[config.mk]
export PLATFORM = sky130hd
export DESIGN_NAME = uart_transmitter
export DESIGN_NICKNAME = d
export VERILOG_FILES = /design/src/rtl/uart_pkg.sv /design/src/rtl/uart_tx_bit_timer.sv /design/src/rtl/uart_transmitter.sv
export SDC_FILE = /design/constraint.sdc
export NUM_CORES = 1
export LEC_CHECK = 0
export BUFFER_PORTS_ARGS = -buffer_cell sky130_fd_sc_hd__buf_2
export CAP_MARGIN = 20
export CORE_UTILIZATION = 57
export CTS_CLUSTER_DIAMETER = 50
export DETAILED_ROUTE_END_ITERATION = 10
export PLACE_DENSITY = 0.86
export SYNTH_ARGS = -nofsm -noshare
export SYNTH_HDL_FRONTEND = slang
export SYNTH_SLANG_ARGS = --single-unit
[constraint.sdc]
create_clock -name clk_in -period 2.6 [get_ports clk_in]
set_input_delay 0.39 -clock clk_in [delete_from_list [all_inputs] [get_ports clk_in]]
set_output_delay 0.39 -clock clk_in [all_outputs]
set_load 0.03 [all_outputs]
[src/rtl/uart_pkg.sv]
// Shared definitions for the UART transmitter: FSM state encoding and frame/counter constants.
package uart_pkg;

  typedef enum logic [1:0] {
    IDLE  = 2'd0,
    START = 2'd1,
    DATA  = 2'd2,
    STOP  = 2'd3
  } state_t;

  localparam int DEFAULT_BAUD_RATE_NUMBER = 20;
  localparam int DATA_BITS                = 8;
  localparam int COUNTER_WIDTH            = 14;
  localparam int BIT_INDEX_WIDTH          = 3;

endpackage

[src/rtl/uart_tx_bit_timer.sv]
// Loadable down-counter that times one UART bit; pulses o_bit_end on the last cycle of each bit.
module uart_tx_bit_timer #(
  parameter int BAUD_RATE_NUMBER = uart_pkg::DEFAULT_BAUD_RATE_NUMBER
) (
  input  logic clk_in,
  input  logic rst_n,
  input  logic i_load,
  input  logic i_enable,
  output logic o_bit_end
);
  import uart_pkg::*;

  localparam logic [COUNTER_WIDTH-1:0] RELOAD = COUNTER_WIDTH'(BAUD_RATE_NUMBER - 1);

  logic [COUNTER_WIDTH-1:0] r_count;

  assign o_bit_end = i_enable && (r_count == '0);

  // Reloading on zero instead of decrementing keeps the counter from ever wrapping.
  // NOTE: sequential state uses non-blocking assignments so every flop samples pre-edge values.
  always_ff @(posedge clk_in or negedge rst_n) begin
    if (!rst_n) begin
      r_count <= RELOAD;
    end else if (i_load || o_bit_end) begin
      r_count <= RELOAD;
    end else if (i_enable) begin
      r_count <= r_count - COUNTER_WIDTH'(1);
    end
  end

endmodule

[src/rtl/uart_transmitter.sv]
// 8N1 UART transmitter: valid/ready byte intake, LSB-first serialisation, registered line output.
module uart_transmitter #(
  parameter int BAUD_RATE_NUMBER = uart_pkg::DEFAULT_BAUD_RATE_NUMBER,
  parameter int DATA_BITS        = uart_pkg::DATA_BITS
) (
  input  logic                 clk_in,
  input  logic                 rst_n,
  input  logic [DATA_BITS-1:0] tx_data,
  input  logic                 tx_valid,
  output logic                 tx_ready,
  output logic                 tx_out,
  output logic                 tx_busy,
  output logic                 tx_done
);
  import uart_pkg::*;

  localparam logic [BIT_INDEX_WIDTH-1:0] LAST_BIT = BIT_INDEX_WIDTH'(DATA_BITS - 1);

  state_t                     r_state;
  state_t                     w_state_next;
  logic [DATA_BITS-1:0]       r_shift;
  logic [DATA_BITS-1:0]       w_shift_next;
  logic [BIT_INDEX_WIDTH-1:0] r_bit_idx;
  logic [BIT_INDEX_WIDTH-1:0] w_bit_idx_next;
  logic                       r_tx_out;
  logic                       w_tx_out_next;
  logic                       w_accept;
  logic                       w_timer_enable;
  logic                       w_bit_end;

  assign w_accept       = (r_state == IDLE) && tx_valid;
  assign w_timer_enable = (r_state != IDLE);

  uart_tx_bit_timer #(
    .BAUD_RATE_NUMBER(BAUD_RATE_NUMBER)
  ) u_bit_timer (
    .clk_in   (clk_in),
    .rst_n    (rst_n),
    .i_load   (w_accept),
    .i_enable (w_timer_enable),
    .o_bit_end(w_bit_end)
  );

  // NOTE: the shift register is ordinary flops, not a memory, so it is reset with the control state.
  always_ff @(posedge clk_in or negedge rst_n) begin
    if (!rst_n) begin
      r_state   <= IDLE;
      r_shift   <= '0;
      r_bit_idx <= '0;
      r_tx_out  <= 1'b1;
    end else begin
      r_state   <= w_state_next;
      r_shift   <= w_shift_next;
      r_bit_idx <= w_bit_idx_next;
      r_tx_out  <= w_tx_out_next;
    end
  end

  // NOTE: hold-value defaults come first so every path assigns every signal and no latch is inferred.
  always_comb begin
    w_state_next   = r_state;
    w_shift_next   = r_shift;
    w_bit_idx_next = r_bit_idx;
    unique case (r_state)
      IDLE: begin
        if (w_accept) begin
          w_state_next   = START;
          w_shift_next   = tx_data;
          w_bit_idx_next = '0;
        end
      end
      START: begin
        if (w_bit_end) w_state_next = DATA;
      end
      DATA: begin
        if (w_bit_end) begin
          w_shift_next = r_shift >> 1;
          if (r_bit_idx == LAST_BIT) begin
            w_state_next   = STOP;
            w_bit_idx_next = '0;
          end else begin
            w_bit_idx_next = r_bit_idx + BIT_INDEX_WIDTH'(1);
          end
        end
      end
      STOP: begin
        if (w_bit_end) w_state_next = IDLE;
      end
      default: w_state_next = IDLE;
    endcase
  end

  // The line value is derived from the next state so the registered output lines up with the state.
  always_comb begin
    w_tx_out_next = 1'b1;
    unique case (w_state_next)
      START:   w_tx_out_next = 1'b0;
      DATA:    w_tx_out_next = w_shift_next[0];
      default: w_tx_out_next = 1'b1;
    endcase
    tx_ready = (r_state == IDLE);
    tx_busy  = ~tx_ready;
    tx_done  = (r_state == STOP) && w_bit_end;
  end

  assign tx_out = r_tx_out;

endmodule

==> results.json <==
{
  "r2r_end": "r_shift[4]",
  "endpoint": "tx_done",
  "synthMuxAreaShare_pct": 0.661,
  "async_reset_ff_share_pct": 100,
  "hold_violations": 0,
  "cp-start-kind": "register",
  "worst_slew_pin_slew_ns": 0.670,
  "clock_skew_ns": 0.00622,
  "areaGrowthSynthToFinish_pct": 6.77,
  "synth-compound-area-share_pct": 12.1,
  "min_path_type": "in -> async",
  "cp-end-kind": "output port",
  "n_fill_cell": 199,
  "fp.dieH_microns": 53.6,
  "routed_wl_microns": 2790,
  "synth_top_family_by_area": "simple AND/OR/NAND/NOR gates",
  "status": "completed",
  "drv_slew": 0,
  "drive_above_1_share_pct": 22.8,
  "place.gp.congestion": 0.778,
  "final_cell_mix": "dfrtp_1, nor2_1, nand2_1, buf_2, nand3_1",
  "setup_viol": 0,
  "insertion_delay_ns": 0.33,
  "fp.dieW_microns": 53.6,
  "final_common_cell": "dfrtp_1",
  "crit_type": "reg -> out",
  "total_power_w": 0.00152,
  "synth_top_area_share_pct": 39.6,
  "syn_avg_cell_area_sq_um": 10.1,
  "relSlewSlack_pct": 54.9,
  "grt_usage_pct": 21.7,
  "fin_tns_setup_ns": 0,
  "worst-path-max-fanout": 4,
  "worstSetupStartpoint": "u_bit_timer.r_count[0]",
  "dieArea_sq_um": 2870,
  "syn_inst": 150,
  "yosysUniqueCellTypes": 41,
  "yosys_most_used_dff": "dfrtp_1",
  "gr-usage-met1_pct": 24.7,
  "drt_pass1_iterations": 4,
  "cts.clk_slew.worst_paths_ns": 0.15,
  "ys_ff_latch": 28,
  "crit_arrival_ns": 2.02,
  "fin_cells": 192,
  "period_share_pct": 92.6,
  "period_needed_ns": 2.41,
  "grt_pass1_vias": 1039,
  "max_cap_violations": 0,
  "nets": 177,
  "dp.cells": 186,
  "grt_first_pass_wirelength_microns": 4450,
  "met2_usage_pct": 40.2,
  "powerDensity_nw_per_um2": 937,
  "grt_start_max_net_pins": 29,
  "cts_root_buf": "clkbuf_4",
  "regArea_sq_um": 706,
  "worst-r2r-cell-count": 7,
  "yosys.area_share.simple_pct": 26.4,
  "synth_fa_ha_area_share_pct": 2.48,
  "drcViolationCount": 0,
  "antenna_left": 0,
  "dp_hpwl_microns": 1970,
  "ff2ff_setup_slack_ns": 0.50,
  "grt_overflow": 0,
  "htree_levels": 1,
  "yosys-top-cells-area": "dfrtp_1, dfstp_2, a221o_1",
  "vias_per_cell": 5.90,
  "r2r-start": "u_bit_timer.r_count[0]",
  "cellLeakagePower_nw": 0.735,
  "start_util_pct": 60.6,
  "cts_buffer_depth": 2,
  "row_count": 18,
  "required_ns": 2.21,
  "top_usage_layer": "met2",
  "yosys.area.top_type": "dfrtp_1",
  "antenna_found_initial": 0,
  "synth_edf_count": 0,
  "core_sq_um": 2500,
  "seq_area_frac_synth_pct": 46.6,
  "antenna_cells": 0,
  "drt_iter0_markers": 23,
  "worst_hold_slack_ns": 0.0486,
  "synth_nets": 164,
  "cts_buffers": 3,
  "multi_input_area_sq_um": 732,
  "final_util_pct": 64.7,
  "io_buffer_count": 14,
  "vias": 1133,
  "wl_per_cell_microns": 14.5,
  "cts_tree": "built",
  "rsz0062_at_grt": "no",
  "netlist_area_sq_um": 1520,
  "grtUsageMet3_pct": 5.93,
  "max_freq_ghz": 0.416,
  "vdd_drop_max_v": 0.000597,
  "ios": 15,
  "ys_warn_count": 0,
  "cts.sinks": 28,
  "synth_xor_area_share_pct": 6.36
}
## worst min-delay path by stage
stage / start / endpoint / slack, ns / cells past startpoint
2_1_floorplan: rst_n / r_bit_idx[0] / 0.09 / 0
3_3_place_gp: rst_n / u_bit_timer.r_count[9] / 0.43 / 1
3_5_place_dp: rst_n / u_bit_timer.r_count[8] / 0.44 / 1
4_1_cts: rst_n / r_state[0] / 0.07 / 1
5_1_grt: rst_n / u_bit_timer.r_count[9] / 0.08 / 1
6_report: rst_n / r_state[0] / 0.05 / 1
## per-layer routing
layer / vias up / wire length, microns
li1: 553 / -
met1: 565 / 1270
met2: 13 / 1440
met3: 2 / 68
met4: 0 / 13
met5: - / 0
## power by group
part           switching [W]  internal, W
Clock               0.000126    0.0000858
Combinational       0.000248     0.000238
Sequential          0.000184     0.000635
Total               0.000558     0.000958
## cell type report
class                   count  share of cell area (%)
multi-input cells         110                    45.2
flip-flops and latches     28                    43.6
clock buffers               4                    2.24
inverters                   3                   0.696
repair buffers             17                    5.88
well taps                  30                    2.32
## stage by stage
step,setup slack (ns),area [sq um]
2_1_floorplan,0.498,1520
3_3_place_gp,0.528,1560
3_5_place_dp,0.464,1560
4_1_cts,0.0675,1600
5_1_grt,0.0482,1620
6_report,0.194,1620
## logic make-up (layout without fill, tap and decap cells)
| group | count (synthesis) | count (layout) |
|---|---|---|
| compound gates | 23 | 23 |
| xor+xnor | 11 | 11 |
| fa+ha+maj | 3 | 3 |
| buf+inv | 12 | 24 |
| flops | 28 | 28 |
| mux | 1 | 1 |
| simple gates | 72 | 72 |
## what timing repair did
action,in CTS,in global routing
hold buffers,0,0
setup endpoints to repair,0,1
resized for setup,0,4
buffers inserted,0,2
## state kept, by name, indices dropped and copies added, names as in the netlist
signal and flops:
r_bit_idx 3, tx_out 1, u_bit_timer.r_count 14, r_shift 8
r_state 2
## Yosys cell counts (all sizes together) (4+ instances only)
library cell and number:
nor2 17, and3 8, nand2 17, nand3 11
dfstp 4, a221o 7, dfrtp 24, xor2 8
a21oi 5, buf 7
## critical path: stages, from the launching register on
cell	delay, ns
dfstp_2	0.41
inv_1	0.05
ha_1	0.15
or2b_4	0.28
nor4_4	0.28
and2_4	0.20
and3_1	0.15
buf_4	0.15
Power figures use the tool's default switching activity.
